<file path="src/rtl/keypad_matrix_scanner_if.sv">
// Keypad scanner bundle: column sense lines in, row strobes and key events out.
interface keypad_matrix_scanner_if;
    logic [3:0] col;
    logic [3:0] row;
    logic [3:0] key_code;
    logic       key_valid;
    logic       key_held;

    modport master (
        input  col,
        output row,
        output key_code,
        output key_valid,
        output key_held
    );

    modport slave (
        output col,
        input  row,
        input  key_code,
        input  key_valid,
        input  key_held
    );
endinterface

</file>
<file path="src/rtl/keypad_matrix_scanner.sv">
// 4x4 active-low keypad scanner: rotates row strobes, snapshots a whole frame of
// columns and debounces press/release over consecutive identical frames.
module keypad_matrix_scanner #(
    parameter int SCAN_DIV       = 100000,
    parameter int DEBOUNCE_SCANS = 20
) (
    input  logic                    m_clk,
    input  logic                    Reset,
    keypad_matrix_scanner_if.master kp
);

    localparam int DIV_W = $clog2(SCAN_DIV);
    localparam int CNT_W = $clog2(DEBOUNCE_SCANS + 1);
    localparam logic [DIV_W-1:0] DIV_LAST = DIV_W'(SCAN_DIV - 1);
    localparam logic [CNT_W-1:0] CNT_LAST = CNT_W'(DEBOUNCE_SCANS);
    localparam logic [CNT_W-1:0] CNT_ONE  = CNT_W'(1);

    typedef enum logic [1:0] {IDLE, DEBOUNCE, PRESSED, RELEASE} state_t;

    function automatic logic [CNT_W-1:0] sat_inc(input logic [CNT_W-1:0] c);
        return (c == CNT_LAST) ? c : c + CNT_ONE;
    endfunction

    logic [3:0]       col_p0, col_p1;
    logic [DIV_W-1:0] div;
    logic [1:0]       row_index;
    logic [3:0]       row_q;
    logic [15:0]      snapshot;
    state_t           state;
    logic [CNT_W-1:0] cnt;
    logic [3:0]       cand;
    logic [3:0]       key_code_q;
    logic             key_valid_q;
    logic             key_held_q;

    logic             tc;
    logic             frame_end;
    logic [15:0]      frame_bits;
    logic [4:0]       n_set;
    logic [3:0]       hit_code;
    logic             frame_none;
    logic             frame_single;

    assign tc        = (div == DIV_LAST);
    assign frame_end = tc && (row_index == 2'd3);

    // Current row's sample is merged in so the frame-end decision sees all 16 keys.
    always_comb begin
        frame_bits = snapshot | ({12'b0, ~col_p1} << {row_index, 2'b00});
        n_set      = '0;
        hit_code   = '0;
        for (int i = 0; i < 16; i++) begin
            if (frame_bits[i]) begin
                n_set    = n_set + 5'd1;
                hit_code = 4'(i);
            end
        end
    end

    assign frame_none   = (n_set == 5'd0);
    assign frame_single = (n_set == 5'd1);

    // Stage p0/p1: column synchroniser, then row divider and frame snapshot
    always_ff @(posedge m_clk or negedge Reset) begin
        if (!Reset) begin
            col_p0    <= 4'b1111;
            col_p1    <= 4'b1111;
            div       <= '0;
            row_index <= 2'd0;
            row_q     <= 4'b1110;
            snapshot  <= '0;
        end else begin
            col_p0 <= kp.col;
            col_p1 <= col_p0;
            if (tc) begin
                div       <= '0;
                row_index <= row_index + 2'd1;
                row_q     <= ~(4'b0001 << (row_index + 2'd1));
                snapshot  <= frame_end ? 16'h0000 : frame_bits;
            end else begin
                div <= div + DIV_W'(1);
            end
        end
    end

    // Debounce FSM, advanced once per frame
    always_ff @(posedge m_clk or negedge Reset) begin
        if (!Reset) begin
            state       <= IDLE;
            cnt         <= '0;
            cand        <= '0;
            key_code_q  <= '0;
            key_valid_q <= 1'b0;
            key_held_q  <= 1'b0;
        end else begin
            key_valid_q <= 1'b0;
            if (frame_end) begin
                case (state)
                    IDLE: begin
                        if (frame_single) begin
                            cand <= hit_code;
                            if (DEBOUNCE_SCANS == 1) begin
                                state       <= PRESSED;
                                cnt         <= '0;
                                key_code_q  <= hit_code;
                                key_valid_q <= 1'b1;
                                key_held_q  <= 1'b1;
                            end else begin
                                state <= DEBOUNCE;
                                cnt   <= CNT_ONE;
                            end
                        end
                    end
                    DEBOUNCE: begin
                        if (frame_single && hit_code == cand) begin
                            if (sat_inc(cnt) == CNT_LAST) begin
                                state       <= PRESSED;
                                cnt         <= '0;
                                key_code_q  <= cand;
                                key_valid_q <= 1'b1;
                                key_held_q  <= 1'b1;
                            end else begin
                                cnt <= sat_inc(cnt);
                            end
                        end else if (frame_single) begin
                            cand <= hit_code;
                            cnt  <= CNT_ONE;
                        end else begin
                            state <= IDLE;
                            cnt   <= '0;
                        end
                    end
                    PRESSED: begin
                        if (frame_none) begin
                            if (DEBOUNCE_SCANS == 1) begin
                                state      <= IDLE;
                                cnt        <= '0;
                                key_held_q <= 1'b0;
                            end else begin
                                state <= RELEASE;
                                cnt   <= CNT_ONE;
                            end
                        end
                    end
                    RELEASE: begin
                        if (frame_none) begin
                            if (sat_inc(cnt) == CNT_LAST) begin
                                state      <= IDLE;
                                cnt        <= '0;
                                key_held_q <= 1'b0;
                            end else begin
                                cnt <= sat_inc(cnt);
                            end
                        end else begin
                            // Contact bounce during release: resume the held key silently.
                            state <= PRESSED;
                            cnt   <= '0;
                        end
                    end
                    default: begin
                        state <= IDLE;
                        cnt   <= '0;
                    end
                endcase
            end
        end
    end

    assign kp.row       = row_q;
    assign kp.key_code  = key_code_q;
    assign kp.key_valid = key_valid_q;
    assign kp.key_held  = key_held_q;

endmodule
</file>
<file path="src/flat_wrapper.sv">
// flat-port wrapper written by rule: the top's interface ports become plain ports
module keypad_matrix_scanner_flat 
#(
    parameter int SCAN_DIV       = 100000,
    parameter int DEBOUNCE_SCANS = 20
)
  (m_clk, Reset, kp_col, kp_row, kp_key_code, kp_key_valid, kp_key_held);
  keypad_matrix_scanner_if kp_i ();
  input  logic m_clk;
  input  logic Reset;
  input wire logic [$bits(kp_i.col)-1:0] kp_col;
  output wire logic [$bits(kp_i.row)-1:0] kp_row;
  output wire logic [$bits(kp_i.key_code)-1:0] kp_key_code;
  output wire logic [$bits(kp_i.key_valid)-1:0] kp_key_valid;
  output wire logic [$bits(kp_i.key_held)-1:0] kp_key_held;
  assign kp_i.col = kp_col;
  assign kp_row = kp_i.row;
  assign kp_key_code = kp_i.key_code;
  assign kp_key_valid = kp_i.key_valid;
  assign kp_key_held = kp_i.key_held;
  keypad_matrix_scanner #(.SCAN_DIV(SCAN_DIV), .DEBOUNCE_SCANS(DEBOUNCE_SCANS)) u_core (.m_clk(m_clk), .Reset(Reset), .kp(kp_i));
endmodule
</file>
<file path="config.mk">
export PLATFORM = sky130hd
export DESIGN_NAME = keypad_matrix_scanner_flat
export DESIGN_NICKNAME = d
export VERILOG_FILES = /design/src/rtl/keypad_matrix_scanner_if.sv /design/src/rtl/keypad_matrix_scanner.sv /design/src/flat_wrapper.sv
export SDC_FILE = /design/constraint.sdc
export NUM_CORES = 1
export LEC_CHECK = 0
export BUFFER_PORTS_ARGS = -buffer_cell sky130_fd_sc_hd__buf_2
export CORE_ASPECT_RATIO = 1.5
export CORE_MARGIN = 1
export CORE_UTILIZATION = 45
export DETAILED_ROUTE_END_ITERATION = 8
export PLACE_DENSITY_LB_ADDON = 0.05
export SKIP_CTS_REPAIR_TIMING = 1
export SLEW_MARGIN = 20
export SYNTH_ARGS = -nofsm -noshare
export SYNTH_HDL_FRONTEND = slang
export SYNTH_SLANG_ARGS = --single-unit
</file>
<file path="constraint.sdc">
create_clock -name m_clk -period 9.68 [get_ports m_clk]
set_input_delay 1.936 -clock m_clk [delete_from_list [all_inputs] [get_ports m_clk]]
set_output_delay 1.936 -clock m_clk [all_outputs]
set_load 0.02 [all_outputs]
</file>
==> flow_summary.html, run 1 <==
<table>
<tr><th>Metric</th><th>Value</th></tr>
<tr><th colspan="2">Status</th></tr>
<tr><td>Outcome</td><td>completed</td></tr>
<tr><th colspan="2">Worst setup path</th></tr>
<tr><td>FF-to-FF path depth</td><td>52</td></tr>
<tr><td>Kind of start point of the critical path</td><td>register</td></tr>
<tr><td>Reg2reg setup slack</td><td>0.05 ns</td></tr>
<tr><td>RR Startpoint</td><td>u_core.row_index[0]</td></tr>
<tr><td>CP Capture Type</td><td>register</td></tr>
<tr><td>Worst path max stage delay</td><td>0.45 ns</td></tr>
<tr><td>Arrival time reported for the critical path endpoint</td><td>9.84 ns</td></tr>
<tr><td>Most frequent cell on the critical path</td><td>sky130_fd_sc_hd__ha_1</td></tr>
<tr><td>Category of the most critical setup path</td><td>register to register</td></tr>
<tr><td>Required @ worst endpoint</td><td>9.89 ns</td></tr>
<tr><td>Largest driver fanout on the critical path</td><td>6</td></tr>
<tr><td>Standard cell with the maximum stage delay on the critical path</td><td>sky130_fd_sc_hd__dfrtp_2</td></tr>
<tr><td>RR Endpoint</td><td>u_core.kp.key_code[2]</td></tr>
<tr><th colspan="2">CTS</th></tr>
<tr><td>Clock transition time at the flip-flop clock pins of the worst setup and hold paths</td><td>0.06 ns</td></tr>
<tr><td>Number of buffers inserted during clock tree synthesis</td><td>9</td></tr>
<tr><td>CTS max path bufs</td><td>2</td></tr>
<tr><td>CTS Root Buffer Type</td><td>sky130_fd_sc_hd__clkbuf_16</td></tr>
<tr><td>Clock sinks</td><td>64</td></tr>
<tr><td>TritonCTS clock tree</td><td>yes</td></tr>
<tr><td>Maximum level of the CTS H-tree</td><td>3</td></tr>
<tr><td>Clock latency of the later-clocked register in the worst-skew pair</td><td>0.33 ns</td></tr>
<tr><th colspan="2">Min path</th></tr>
<tr><td>Critical hold path startpoint</td><td>u_core.col_p0[0]</td></tr>
<tr><td>Worst Hold End</td><td>u_core.col_p1[0]</td></tr>
<tr><td>Type of the worst min-delay path</td><td>register to register</td></tr>
<tr><td>Worst hold stages</td><td>0</td></tr>
<tr><th colspan="2">Yosys</th></tr>
<tr><td>Sequential area share after synthesis</td><td>31.9%</td></tr>
<tr><td>Per-instance average area after synthesis</td><td>8.68 um2</td></tr>
<tr><td>Netlist area before placement</td><td>5060 um2</td></tr>
<tr><td>Distinct cells, synth</td><td>76</td></tr>
<tr><td>Commonest register cell after synthesis</td><td>sky130_fd_sc_hd__dfrtp_1</td></tr>
<tr><td>Synth Net Count</td><td>610</td></tr>
<tr><td>Number of instances in the synthesized netlist</td><td>583</td></tr>
<tr><td>Flip-flop and latch count after synthesis</td><td>64</td></tr>
<tr><td>Number of synthesized flops with an enable pin</td><td>0</td></tr>
<tr><td>Number of warning messages in the yosys log</td><td>0</td></tr>
<tr><td>Fraction of registers with async set or reset after synthesis</td><td>100%</td></tr>
<tr><th colspan="2">STA</th></tr>
<tr><td>Rel. slew slack</td><td>43.4%</td></tr>
<tr><td>Final hold viol count</td><td>0</td></tr>
<tr><td>Post-route clock period utilization</td><td>99.4%</td></tr>
<tr><td>Max-slew violation count</td><td>0</td></tr>
<tr><td>RSZ-0062 raised after global routing</td><td>yes</td></tr>
<tr><td>Hold slack final</td><td>0.355 ns</td></tr>
<tr><td>Post-route minimum period</td><td>9.63 ns</td></tr>
<tr><td>Maximum clock skew at final layout</td><td>0.00919 ns</td></tr>
<tr><td>Slew at the pin with the worst max-slew slack</td><td>0.842 ns</td></tr>
<tr><td>Setup-failing EPs final</td><td>0</td></tr>
<tr><td>Highest clock frequency the design can meet</td><td>104 MHz</td></tr>
<tr><th colspan="2">Floorplan</th></tr>
<tr><td>Core region area</td><td>11,000 um2</td></tr>
<tr><td>IO Pins</td><td>16</td></tr>
<tr><td>Die footprint</td><td>11,700 um2</td></tr>
<tr><td>Floorplan die width</td><td>88.6 um</td></tr>
<tr><td>Starting density of the core</td><td>46.0%</td></tr>
<tr><td>Die H</td><td>132 um</td></tr>
<tr><td>Number of core rows</td><td>47</td></tr>
<tr><th colspan="2">Power and ir drop</th></tr>
<tr><td>Switching share of power</td><td>27.6%</td></tr>
<tr><td>Combinational group share of total power</td><td>21.4%</td></tr>
<tr><td>Cell leakage power</td><td>0.00259 uW</td></tr>
<tr><td>Switching pwr</td><td>211 uW</td></tr>
<tr><td>Power density of the placed cells</td><td>123 nW/um2</td></tr>
<tr><td>Clk pwr share</td><td>43.0%</td></tr>
<tr><td>Internal cell power</td><td>553 uW</td></tr>
<tr><td>Sequential share of power</td><td>35.6%</td></tr>
<tr><td>Overall power</td><td>764 uW</td></tr>
<tr><td>Largest voltage drop on the vdd net</td><td>0.000110 V</td></tr>
<tr><th colspan="2">Routing</th></tr>
<tr><td>Drt total wl</td><td>12.5 mm</td></tr>
<tr><td>Antenna viol nets, final</td><td>0</td></tr>
<tr><td>Residual DRC</td><td>0</td></tr>
<tr><td>Router iterations before antenna repair</td><td>4</td></tr>
<tr><td>Routed wire length per instance</td><td>15.9 um</td></tr>
<tr><td>Number of vias after detailed routing</td><td>4,382</td></tr>
<tr><td>Violation count after the first detailed-route iteration</td><td>146</td></tr>
<tr><td>Routed via count divided by cell count</td><td>5.57</td></tr>
<tr><th colspan="2">Cells and area</th></tr>
<tr><td>Area growth syn-to-layout</td><td>22.7%</td></tr>
<tr><td>Final net count</td><td>662</td></tr>
<tr><td>Finished Layout Cells</td><td>787</td></tr>
<tr><td>Ratio of cells with drive above 1 in the final layout</td><td>26.7%</td></tr>
<tr><td>Leading cell type in the layout, fill and taps excluded</td><td>sky130_fd_sc_hd__nor2_1</td></tr>
<tr><td>Inserted Diodes</td><td>0</td></tr>
<tr><td>Number of fill cells in the layout</td><td>1,012</td></tr>
<tr><td>Commonest cells after routing, fill and taps aside</td><td>sky130_fd_sc_hd__nor2_1, sky130_fd_sc_hd__dfrtp_1, sky130_fd_sc_hd__buf_4, sky130_fd_sc_hd__nand2_1, sky130_fd_sc_hd__xnor2_1</td></tr>
<tr><td>Reg area</td><td>1620 um2</td></tr>
<tr><td>Post-route core utilization</td><td>56.4%</td></tr>
<tr><td>Multi-input logic area</td><td>3560 um2</td></tr>
<tr><th colspan="2">Global routing</th></tr>
<tr><td>Combined global-route utilization of all metal layers</td><td>22.4%</td></tr>
<tr><td>Number of global-route vias before repair</td><td>4,355</td></tr>
<tr><td>Total global routing overflow</td><td>0</td></tr>
<tr><td>First-pass GRT wire length</td><td>20.6 mm</td></tr>
<tr><td>Maximum number of pins on one net before global-route repair</td><td>65</td></tr>
<tr><td>Initial antenna violation count</td><td>0</td></tr>
<tr><th colspan="2">Flow run</th></tr>
<tr><td>Max capacitance violation total</td><td>0</td></tr>
<tr><th colspan="2">Placement</th></tr>
<tr><td>Final RePlAce weighted congestion</td><td>0.850</td></tr>
<tr><td>Post-Place Cells</td><td>758</td></tr>
<tr><td>Detailed Place HPWL</td><td>9.16 mm</td></tr>
<tr><td>Buffers on Ports</td><td>15</td></tr>
</table>
==> critical path, delay by kind of cell (launching register included) <==
kind	cells	cell delay (ns)
DFF	1	0.45
buffers and inverters	3	0.41
adders and majority gates	13	3.51
muxes	3	0.77
xor gates and xnor gates	3	0.50
and+or+nand+nor	15	2.19
AOI/OAI and AO/OA	15	1.65
==> state kept, by name, summed over array words and instances, names as in the netlist <==
register             flops
u_core.state             2
u_core.kp.row            4
u_core.kp.key_valid      1
u_core.col_p0            4
u_core.snapshot         16
u_core.div              17
u_core.cand              4
u_core.kp.key_code       4
u_core.col_p1            4
u_core.kp.key_held       1
u_core.cnt               5
u_core.row_index         2
==> worst max-delay path by stage <==
stage / from / to / slack [ns] / depth (start not counted)
6_report: u_core.row_index[0] / u_core.kp.key_code[2] / 0.05 / 52
5_1_grt: u_core.row_index[0] / u_core.kp.key_code[2] / -0.37 / 52
4_1_cts: u_core.col_p1[1] / u_core.kp.key_code[0] / -0.24 / 53
3_5_place_dp: u_core.col_p1[1] / u_core.kp.key_code[0] / -0.20 / 53
3_3_place_gp: u_core.col_p1[1] / u_core.kp.key_code[0] / 0.05 / 53
2_1_floorplan: u_core.row_index[1] / u_core.cand[0] / 0.009 / 53
==> synthesized netlist by cell type, types with 8 or more instances <==
| cell | number | area, um2 |
|---|---|---|
| sky130_fd_sc_hd__clkbuf_1 | 13 | 48.8 |
| sky130_fd_sc_hd__mux2_2 | 9 | 101 |
| sky130_fd_sc_hd__and2_1 | 8 | 50.1 |
| sky130_fd_sc_hd__dfrtp_1 | 53 | 1330 |
| sky130_fd_sc_hd__nand3_1 | 17 | 85.1 |
| sky130_fd_sc_hd__a211oi_1 | 11 | 82.6 |
| sky130_fd_sc_hd__or2_2 | 8 | 50.1 |
| sky130_fd_sc_hd__dfstp_2 | 11 | 289 |
| sky130_fd_sc_hd__nand4_1 | 11 | 68.8 |
| sky130_fd_sc_hd__nor3b_1 | 9 | 67.6 |
| sky130_fd_sc_hd__o21ai_0 | 39 | 195 |
| sky130_fd_sc_hd__ha_1 | 21 | 263 |
| sky130_fd_sc_hd__inv_1 | 24 | 90.1 |
| sky130_fd_sc_hd__xor2_1 | 16 | 140 |
| sky130_fd_sc_hd__a21oi_1 | 21 | 105 |
| sky130_fd_sc_hd__nor2_1 | 80 | 300 |
| sky130_fd_sc_hd__xnor2_1 | 37 | 324 |
| sky130_fd_sc_hd__nor3_1 | 17 | 85.1 |
| sky130_fd_sc_hd__nand2_1 | 45 | 169 |
==> cells by family (layout without fill, tap and decap cells) <==
group	after synthesis	after routing	synth area share, %
buffers and inverters	46	103	3.71
adder cells (fa/ha/maj)	21	21	5.19
AO/OA/AOI/OAI	134	134	18.1
XOR/XNOR	61	61	12.8
multiplexers	15	15	3.24
AND/OR/NAND/NOR	242	242	25.1
flip-flops	64	64	31.9
==> power groups by stage <==
stage | logic, uW | registers (uW) | clock network, uW
floorplan | 96.2 | 276 | 0
global placement | 134 | 277 | 0
detailed placement | 135 | 277 | 0
CTS | 136 | 272 | 336
global route | 180 | 272 | 348
finish | 163 | 272 | 328
==> stage by stage <==
step | cell area, um2 | TNS, ns | setup WS, ns
2_1_floorplan | 5160 | 0 | 0.00872
3_3_place_gp | 5580 | 0 | 0.0463
3_5_place_dp | 5580 | -2.11 | -0.205
4_1_cts | 5880 | -2.58 | -0.242
5_1_grt | 6210 | -4.61 | -0.374
6_report | 6210 | 0 | 0.0543
==> metal layers <==
layer | wire length [um] | share of wire, % | up-vias | GRT usage (%)
li1 | - | - | 2211 | -
met1 | 5370 | 43 | 2133 | 26.7
met2 | 6890 | 55 | 26 | 40.9
met3 | 106 | 0.85 | 12 | 2.94
met4 | 167 | 1.3 | 0 | 6.45
met5 | 0 | 0 | - | 0
==> final cells by class <==
cell class | count | area share, %
Clock buffer | 9 | 3.63
Clock inverter | 7 | 1.27
Inverter | 24 | 1.45
Multi-Input combinational cell | 473 | 57.4
Sequential cell | 64 | 26.0
Tap cell | 147 | 2.96
Timing Repair Buffer | 63 | 7.20
Note: power is estimated with default switching activity, not from simulation.
==> inputs of run 2 (changes only) <==
--- a/config.mk
+++ b/config.mk
@@ -7,7 +7,7 @@
 export LEC_CHECK = 0
 export BUFFER_PORTS_ARGS = -buffer_cell sky130_fd_sc_hd__buf_2
 export CORE_ASPECT_RATIO = 1.5
-export CORE_MARGIN = 1
+export CORE_MARGIN = 8
 export CORE_UTILIZATION = 45
 export DETAILED_ROUTE_END_ITERATION = 8
 export PLACE_DENSITY_LB_ADDON = 0.05
==> run 2 against run 1 <==
  * The flow now finishes with violations (negative setup slack)
  * Sequential power about the same
  * Sequential share of layout area about the same
  * Clock power shrank 7.9%
  * First-iteration DRC count grew 18%
  * Hold slack is essentially flat
  * Power fell by 3.0%
  * Maximum frequency fell by 1.9%
  * Wire length grew 3.4%
  * Cell area is 0.18% higher
  * Die area grew 28%
  * Count of clock-buffer cells in the layout increased by 1
  * Critical path type unchanged
  * Largest power group unchanged
  * Highest routed layer unchanged
==> flow_summary.html, run 2 (synthesis results as in run 1) <==
<table>
<tr><th>Metric</th><th>Value</th></tr>
<tr><th colspan="2">Routing</th></tr>
<tr><td>Met2 wire length</td><td>7.09 mm (+2.9%)</td></tr>
<tr><td>Residual DRC</td><td>0 (unchanged)</td></tr>
<tr><td>Drt total wl</td><td>13.0 mm (+3.4%)</td></tr>
<tr><td>Highest metal layer with signal wires</td><td>met4</td></tr>
<tr><td>Router iterations before antenna repair</td><td>5 (+1)</td></tr>
<tr><td>WL met3</td><td>276 um (+160%)</td></tr>
<tr><td>Violation count after the first detailed-route iteration</td><td>173 (+18%)</td></tr>
<tr><td>Routed wire length per instance</td><td>16.4 um (+3.3%)</td></tr>
<tr><td>Routed via count divided by cell count</td><td>5.65 (+1.4%)</td></tr>
<tr><td>Antenna viol nets, final</td><td>0 (unchanged)</td></tr>
<tr><td>Number of vias after detailed routing</td><td>4,450 (+1.6%)</td></tr>
<tr><td>Met1 routed wirelength after detailed routing</td><td>5.35 mm (-0.32%)</td></tr>
<tr><th colspan="2">CTS</th></tr>
<tr><td>TritonCTS clock tree</td><td>yes</td></tr>
<tr><td>Clock sinks</td><td>64 (unchanged)</td></tr>
<tr><td>Maximum level of the CTS H-tree</td><td>3 (unchanged)</td></tr>
<tr><td>CTS Root Buffer Type</td><td>sky130_fd_sc_hd__clkbuf_16</td></tr>
<tr><td>Clock latency of the later-clocked register in the worst-skew pair</td><td>0.34 ns (about the same)</td></tr>
<tr><td>CTS max path bufs</td><td>2 (unchanged)</td></tr>
<tr><td>Clock transition time at the flip-flop clock pins of the worst setup and hold paths</td><td>0.06 ns (about the same)</td></tr>
<tr><td>Number of buffers inserted during clock tree synthesis</td><td>9 (unchanged)</td></tr>
<tr><th colspan="2">Floorplan</th></tr>
<tr><td>Die footprint</td><td>15,000 um2 (+28%)</td></tr>
<tr><td>Die H</td><td>146 um (+11%)</td></tr>
<tr><td>Number of core rows</td><td>47 (unchanged)</td></tr>
<tr><td>Floorplan die width</td><td>103 um (+16%)</td></tr>
<tr><td>Core region area</td><td>11,000 um2 (unchanged)</td></tr>
<tr><td>Starting density of the core</td><td>46.0% (unchanged)</td></tr>
<tr><td>IO Pins</td><td>16 (unchanged)</td></tr>
<tr><th colspan="2">Global routing</th></tr>
<tr><td>Initial antenna violation count</td><td>0 (unchanged)</td></tr>
<tr><td>Maximum number of pins on one net before global-route repair</td><td>65 (unchanged)</td></tr>
<tr><td>Combined global-route utilization of all metal layers</td><td>17.4% (-5.0 points)</td></tr>
<tr><td>Total global routing overflow</td><td>0 (unchanged)</td></tr>
<tr><td>Number of global-route vias before repair</td><td>4,412 (+1.3%)</td></tr>
<tr><td>First-pass GRT wire length</td><td>20.7 mm (+0.57%)</td></tr>
<tr><th colspan="2">Flow run</th></tr>
<tr><td>Max capacitance violation total</td><td>0 (unchanged)</td></tr>
<tr><th colspan="2">STA</th></tr>
<tr><td>Post-route minimum period</td><td>9.82 ns (+0.189 ns)</td></tr>
<tr><td>Maximum clock skew at final layout</td><td>0.00885 ns (-0.000338 ns)</td></tr>
<tr><td>Setup-failing EPs final</td><td>15 (+15)</td></tr>
<tr><td>Rel. slew slack</td><td>38.1% (-5.3 points)</td></tr>
<tr><td>RSZ-0062 raised after global routing</td><td>yes</td></tr>
<tr><td>Max-slew violation count</td><td>0 (unchanged)</td></tr>
<tr><td>Post-route clock period utilization</td><td>101% (+2.0 points)</td></tr>
<tr><td>Fin worst setup slack</td><td>-0.135 ns (-0.189 ns)</td></tr>
<tr><td>Slew at the pin with the worst max-slew slack</td><td>0.923 ns (+0.0807 ns)</td></tr>
<tr><td>Highest clock frequency the design can meet</td><td>102 MHz (-1.9%)</td></tr>
<tr><td>Final hold viol count</td><td>0 (unchanged)</td></tr>
<tr><th colspan="2">Cells and area</th></tr>
<tr><td>Final net count</td><td>663 (+0.15%)</td></tr>
<tr><td>Post-route core utilization</td><td>56.5% (+0.10 points)</td></tr>
<tr><td>Register with the most flip-flops</td><td>u_core.div</td></tr>
<tr><td>Area growth syn-to-layout</td><td>22.9%</td></tr>
<tr><td>Ratio of cells with drive above 1 in the final layout</td><td>27.3% (+0.58 points)</td></tr>
<tr><td>Max FFs per register</td><td>17 (unchanged)</td></tr>
<tr><td>Inserted Diodes</td><td>0 (unchanged)</td></tr>
<tr><td>Leading cell type in the layout, fill and taps excluded</td><td>sky130_fd_sc_hd__nor2_1</td></tr>
<tr><td>Commonest cells after routing, fill and taps aside</td><td>sky130_fd_sc_hd__nor2_1, sky130_fd_sc_hd__dfrtp_1, sky130_fd_sc_hd__buf_4, sky130_fd_sc_hd__nand2_1, sky130_fd_sc_hd__xnor2_1</td></tr>
<tr><td>Largest registers</td><td>u_core.div (17), u_core.snapshot (16), u_core.cnt (5)</td></tr>
<tr><th colspan="2">Worst setup path</th></tr>
<tr><td>Standard cell with the maximum stage delay on the critical path</td><td>sky130_fd_sc_hd__dfrtp_2</td></tr>
<tr><td>Kind of start point of the critical path</td><td>register</td></tr>
<tr><td>Largest driver fanout on the critical path</td><td>5 (-1)</td></tr>
<tr><td>Required @ worst endpoint</td><td>9.89 ns (about the same)</td></tr>
<tr><td>Most frequent cell on the critical path</td><td>sky130_fd_sc_hd__ha_1</td></tr>
<tr><td>CP Capture Type</td><td>register</td></tr>
<tr><td>Category of the most critical setup path</td><td>register to register</td></tr>
<tr><td>Top cell family by delay on the critical path</td><td>adder cells</td></tr>
<tr><td>Worst path max stage delay</td><td>0.46 ns (about the same)</td></tr>
<tr><td>Number of buffer and inverter stages on the critical path</td><td>4 (+1)</td></tr>
<tr><td>Arrival time reported for the critical path endpoint</td><td>10.03 ns (+0.19 ns)</td></tr>
<tr><th colspan="2">Placement</th></tr>
<tr><td>Buffers on Ports</td><td>15 (unchanged)</td></tr>
<tr><td>Detailed Place HPWL</td><td>9.60 mm (+4.8%)</td></tr>
<tr><td>Final RePlAce weighted congestion</td><td>0.872 (+2.6%)</td></tr>
<tr><th colspan="2">Power and ir drop</th></tr>
<tr><td>Power density of the placed cells</td><td>119 nW/um2 (-3.2%)</td></tr>
<tr><td>Overall power</td><td>741 uW (-3.0%)</td></tr>
<tr><td>Largest voltage drop on the vdd net</td><td>0.000122 V (+10%)</td></tr>
<tr><td>Cell leakage power</td><td>0.00260 uW (+0.49%)</td></tr>
<tr><th colspan="2">Status</th></tr>
<tr><td>Failing checks</td><td>negative setup slack</td></tr>
<tr><td>Outcome</td><td>finished, violations left</td></tr>
<tr><th colspan="2">Min path</th></tr>
<tr><td>Type of the worst min-delay path</td><td>register to register</td></tr>
</table>
run 2: layout make-up:
| cell class | count | area, um2 |
|---|---|---|
| Clock buffer | 10 | 239 |
| Fill cell | 999 | 4780 |
| Timing Repair Buffer | 64 | 465 |
| Sequential cell | 64 | 1620 |
| Tap cell | 147 | 184 |
| Clock inverter | 6 | 45.0 |
| Inverter | 24 | 90.1 |
| Multi-Input combinational cell | 473 | 3580 |
run 2: metrics by stage:
| step | TNS [ns] | setup slack (ns) | cell area (um2) | hold slack [ns] | instances |
|---|---|---|---|---|---|
| floorplan | 0 | 0.00872 | 5160 | 0.345 | 583 |
| global placement | 0 | 0.0269 | 5590 | 0.347 | 760 |
| detailed placement | -2.30 | -0.222 | 5590 | 0.347 | 760 |
| CTS | -3.21 | -0.276 | 5880 | 0.356 | 776 |
| global route | -9.64 | -0.651 | 6220 | 0.359 | 788 |
| finish | -1.25 | -0.135 | 6220 | 0.355 | 788 |
run 2: worst reg2reg max path: cells and delay by family, from the launching register on:
family	cells	cell delay, ns
compound gates	17	2.24
xor+xnor	2	0.32
fa+ha+maj	13	3.56
buf+inv	4	0.54
flops	1	0.46
mux	3	0.78
simple gates	14	1.77
run 2: where the power goes:
part	internal [uW]	total, uW	switching [uW]
Sequential	271	272	1.61
Clock	180	302	122
Combinational	82.8	166	83.7
run 2: per-layer routing:
layer	up-vias	GRT usage, %
li1	2210	-
met1	2150	18.9
met2	73	31.7
met3	17	2.73
met4	0	7.68
met5	-	0
run 2: path summary, 6_finish.rpt:
check / start / endpoint / slack [ns] / cells after the start
setup reg to reg: u_core.row_index[0] / u_core.kp.key_code[1] / -0.14 / 53
max in group asynchronous: Reset / u_core.row_index[1] / 7.32 / 2
min in group asynchronous: Reset / u_core.div[4] / 1.77 / 2
setup / recovery: u_core.row_index[0] / u_core.kp.key_code[1] / -0.14 / 53
hold / removal: u_core.col_p0[0] / u_core.col_p1[0] / 0.36 / 0
hold reg to reg: u_core.col_p0[0] / u_core.col_p1[0] / 0.36 / 0
==> inputs of run 3 (changes only) <==
--- a/config.mk
+++ b/config.mk
@@ -6,7 +6,7 @@
 export NUM_CORES = 1
 export LEC_CHECK = 0
 export BUFFER_PORTS_ARGS = -buffer_cell sky130_fd_sc_hd__buf_2
-export CORE_ASPECT_RATIO = 1.5
+export CORE_ASPECT_RATIO = 1.25
 export CORE_MARGIN = 8
 export CORE_UTILIZATION = 45
 export DETAILED_ROUTE_END_ITERATION = 8
==> run 3 against run 2 <==
  * The run still ends with negative setup slack left
  * Clock power grew 18%
  * Worst setup slack gained 0.13 ns
  * Wire length shrank 1.9%
  * Hold slack lost 0.0015 ns
  * Critical endpoint is now u_core.kp.key_code[0]
  * Largest power group unchanged
==> flow_summary.html, run 3 (synthesis results as in run 1) <==
<table>
<tr><th>Metric</th><th>Value</th></tr>
<tr><th colspan="2">Floorplan</th></tr>
<tr><td>Core region area</td><td>11,000 um2 (+0.30%)</td></tr>
<tr><td>Number of core rows</td><td>43 (-8.5%)</td></tr>
<tr><td>Starting density of the core</td><td>45.9% (-0.14 points)</td></tr>
<tr><td>Die H</td><td>135 um (-7.8%)</td></tr>
<tr><td>Floorplan die width</td><td>111 um (+8.1%)</td></tr>
<tr><td>IO Pins</td><td>16 (unchanged)</td></tr>
<tr><td>Die footprint</td><td>14,900 um2 (-0.33%)</td></tr>
<tr><th colspan="2">Placement</th></tr>
<tr><td>Buffers on Ports</td><td>15 (unchanged)</td></tr>
<tr><td>Post-placement setup slack</td><td>-0.270 ns (-0.0479 ns)</td></tr>
<tr><td>Detailed Place HPWL</td><td>9.30 mm (-3.1%)</td></tr>
<tr><td>Final RePlAce weighted congestion</td><td>0.831 (-4.7%)</td></tr>
<tr><th colspan="2">Global routing</th></tr>
<tr><td>Total global routing overflow</td><td>0 (unchanged)</td></tr>
<tr><td>Initial antenna violation count</td><td>0 (unchanged)</td></tr>
<tr><td>Number of global-route vias before repair</td><td>4,310 (-2.3%)</td></tr>
<tr><td>Maximum number of pins on one net before global-route repair</td><td>65 (unchanged)</td></tr>
<tr><td>First-pass GRT wire length</td><td>20.7 mm (+0.16%)</td></tr>
<tr><td>Combined global-route utilization of all metal layers</td><td>16.7% (-0.77 points)</td></tr>
<tr><th colspan="2">STA</th></tr>
<tr><td>Highest clock frequency the design can meet</td><td>103 MHz (+1.4%)</td></tr>
<tr><td>Final hold viol count</td><td>0 (unchanged)</td></tr>
<tr><td>Setup-failing EPs final</td><td>1 (-14)</td></tr>
<tr><td>Post-route clock period utilization</td><td>100% (-1.4 points)</td></tr>
<tr><td>Slew at the pin with the worst max-slew slack</td><td>0.815 ns (-0.107 ns)</td></tr>
<tr><td>Fin worst setup slack</td><td>-0.00404 ns (+0.131 ns)</td></tr>
<tr><td>Maximum clock skew at final layout</td><td>0.00767 ns (-0.00119 ns)</td></tr>
<tr><td>Max-slew violation count</td><td>0 (unchanged)</td></tr>
<tr><td>RSZ-0062 raised after global routing</td><td>yes</td></tr>
<tr><td>Total negative slack</td><td>-0.00404 ns (+1.24 ns)</td></tr>
<tr><td>Post-route minimum period</td><td>9.68 ns (-0.131 ns)</td></tr>
<tr><td>Rel. slew slack</td><td>45.7% (+7.5 points)</td></tr>
<tr><th colspan="2">Min path</th></tr>
<tr><td>Type of the worst min-delay path</td><td>register to register</td></tr>
<tr><td>Critical hold path startpoint</td><td>u_core.col_p0[0]</td></tr>
<tr><td>Worst Hold End</td><td>u_core.col_p1[0]</td></tr>
<tr><td>Worst hold stages</td><td>0 (unchanged)</td></tr>
<tr><th colspan="2">Cells and area</th></tr>
<tr><td>Area growth syn-to-layout</td><td>24.2%</td></tr>
<tr><td>Largest registers</td><td>u_core.div (17), u_core.snapshot (16), u_core.cnt (5)</td></tr>
<tr><td>Max FFs per register</td><td>17 (unchanged)</td></tr>
<tr><td>Register with the most flip-flops</td><td>u_core.div</td></tr>
<tr><td>Leading cell type in the layout, fill and taps excluded</td><td>sky130_fd_sc_hd__nor2_1</td></tr>
<tr><td>Number of fill cells in the layout</td><td>958 (-4.1%)</td></tr>
<tr><td>Final net count</td><td>669 (+0.90%)</td></tr>
<tr><td>Inserted Diodes</td><td>0 (unchanged)</td></tr>
<tr><td>Ratio of cells with drive above 1 in the final layout</td><td>27.8% (+0.52 points)</td></tr>
<tr><td>Commonest cells after routing, fill and taps aside</td><td>sky130_fd_sc_hd__nor2_1, sky130_fd_sc_hd__dfrtp_1, sky130_fd_sc_hd__buf_4, sky130_fd_sc_hd__nand2_1, sky130_fd_sc_hd__xnor2_1</td></tr>
<tr><th colspan="2">Worst setup path</th></tr>
<tr><td>CP Capture Type</td><td>register</td></tr>
<tr><td>Kind of start point of the critical path</td><td>register</td></tr>
<tr><td>Largest driver fanout on the critical path</td><td>5 (unchanged)</td></tr>
<tr><td>Worst path max stage delay</td><td>0.44 ns (-0.02 ns)</td></tr>
<tr><td>Most frequent cell on the critical path</td><td>sky130_fd_sc_hd__ha_1</td></tr>
<tr><td>Category of the most critical setup path</td><td>register to register</td></tr>
<tr><td>RR Endpoint</td><td>u_core.kp.key_code[0]</td></tr>
<tr><td>Reg2reg setup slack</td><td>-0.004 ns (+0.13 ns)</td></tr>
<tr><td>Arrival time reported for the critical path endpoint</td><td>9.90 ns (-0.13 ns)</td></tr>
<tr><td>RR Startpoint</td><td>u_core.row_index[0]</td></tr>
<tr><td>Critical path origin</td><td>u_core.row_index[0]</td></tr>
<tr><td>Required @ worst endpoint</td><td>9.89 ns (about the same)</td></tr>
<tr><td>Standard cell with the maximum stage delay on the critical path</td><td>sky130_fd_sc_hd__dfrtp_2</td></tr>
<tr><td>FF-to-FF path depth</td><td>53 (unchanged)</td></tr>
<tr><th colspan="2">Status</th></tr>
<tr><td>Failing checks</td><td>negative setup slack</td></tr>
<tr><td>Outcome</td><td>finished, violations left</td></tr>
<tr><th colspan="2">Routing</th></tr>
<tr><td>Residual DRC</td><td>0 (unchanged)</td></tr>
<tr><td>Router iterations before antenna repair</td><td>4 (-1)</td></tr>
<tr><td>Routed via count divided by cell count</td><td>5.68 (+0.65%)</td></tr>
<tr><td>Drt total wl</td><td>12.7 mm (-1.9%)</td></tr>
<tr><td>Routed wire length per instance</td><td>16.3 um (-1.1%)</td></tr>
<tr><td>Number of vias after detailed routing</td><td>4,445 (-0.11%)</td></tr>
<tr><td>Violation count after the first detailed-route iteration</td><td>243 (+40%)</td></tr>
<tr><td>Antenna viol nets, final</td><td>0 (unchanged)</td></tr>
<tr><th colspan="2">Power and ir drop</th></tr>
<tr><td>Clk pwr share</td><td>44.8% (+4.0 points)</td></tr>
<tr><td>Largest voltage drop on the vdd net</td><td>0.000126 V (+3.0%)</td></tr>
<tr><td>Power density of the placed cells</td><td>127 nW/um2 (+6.4%)</td></tr>
<tr><td>Internal cell power</td><td>589 uW (+10%)</td></tr>
<tr><td>Switching share of power</td><td>26.1% (-1.9 points)</td></tr>
<tr><td>Cell leakage power</td><td>0.00265 uW (+1.9%)</td></tr>
<tr><td>Combinational group share of total power</td><td>21.0% (-1.5 points)</td></tr>
<tr><td>Switching pwr</td><td>208 uW (+0.42%)</td></tr>
<tr><td>Sequential share of power</td><td>34.2% (-2.6 points)</td></tr>
<tr><th colspan="2">CTS</th></tr>
<tr><td>Clock sinks</td><td>64 (unchanged)</td></tr>
<tr><td>CTS max path bufs</td><td>2 (unchanged)</td></tr>
<tr><td>Number of buffers inserted during clock tree synthesis</td><td>9 (unchanged)</td></tr>
<tr><td>Clock transition time at the flip-flop clock pins of the worst setup and hold paths</td><td>0.06 ns (about the same)</td></tr>
<tr><td>TritonCTS clock tree</td><td>yes</td></tr>
<tr><td>Maximum level of the CTS H-tree</td><td>3 (unchanged)</td></tr>
<tr><td>Clock latency of the later-clocked register in the worst-skew pair</td><td>0.33 ns (about the same)</td></tr>
<tr><td>CTS Root Buffer Type</td><td>sky130_fd_sc_hd__clkbuf_16</td></tr>
<tr><th colspan="2">Flow run</th></tr>
<tr><td>Max capacitance violation total</td><td>0 (unchanged)</td></tr>
</table>
run 3: cell count changes in the layout (fill, tap and decap cells not counted), sizes merged:
cell	previous run	this run
bufinv	0	2
inv	24	25
clkinvlp	3	0
buf	64	70
run 3: worst max-delay path, delay by kind of cell (launching register included):
family	cells	cell delay, ns
compound gates	17	2.23
mux	3	0.77
buf+inv	4	0.49
flops	1	0.44
fa+ha+maj	13	3.55
xor+xnor	2	0.35
simple gates	14	1.77
run 3: layout make-up:
cell class / count / area [um2] / share of cell area [%]
tap: 135 / 169 / 2.69
inverter: 24 / 90.1 / 1.43
clock buffer: 10 / 239 / 3.80
sequential: 64 / 1620 / 25.7
timing repair buffer: 70 / 515 / 8.20
clock inverter: 6 / 91.3 / 1.45
multi-input combinational: 473 / 3560 / 56.7
run 3: per-layer routing:
| metal | track usage [%] | routed length, um | vias up |
|---|---|---|---|
| met1 | 19.8 | 5660 | 2157 |
| met3 | 2.53 | 267 | 18 |
| met4 | 6.09 | 191 | 0 |
| met2 | 29.6 | 6590 | 51 |
| met5 | 0 | 0 | - |
| li1 | - | - | 2219 |
run 3: power by group through the flow:
stage / clock (uW) / combinational (uW) / sequential [uW]
after floorplan: 0 / 96.2 / 276
after global routing: 375 / 184 / 272
after global placement: 0 / 134 / 277
after CTS: 365 / 138 / 272
after detailed placement: 0 / 136 / 277
final: 357 / 167 / 272
run 3: worst max-delay path by stage:
stage                                  endpoint  slack, ns  cells after the start
after floorplan                  u_core.cand[0]      0.009                     53
after global placement    u_core.kp.key_code[0]       0.02                     51
after detailed placement  u_core.kp.key_code[0]      -0.27                     53
after CTS                 u_core.kp.key_code[0]      -0.33                     53
after global routing      u_core.kp.key_code[0]      -0.48                     53
final                     u_core.kp.key_code[0]     -0.004                     53
run 3: per-stage QoR:
stage	instance area [um2]	hold slack [ns]	utilization (%)	std cells	total power [uW]
after CTS	5900	0.357	53.5	761	775
after floorplan	5160	0.345	-	583	372
after detailed placement	5570	0.352	50.5	745	413
final	6280	0.354	57.0	782	797
after global placement	5570	0.346	50.5	745	411
after global routing	6280	0.359	57.0	782	832
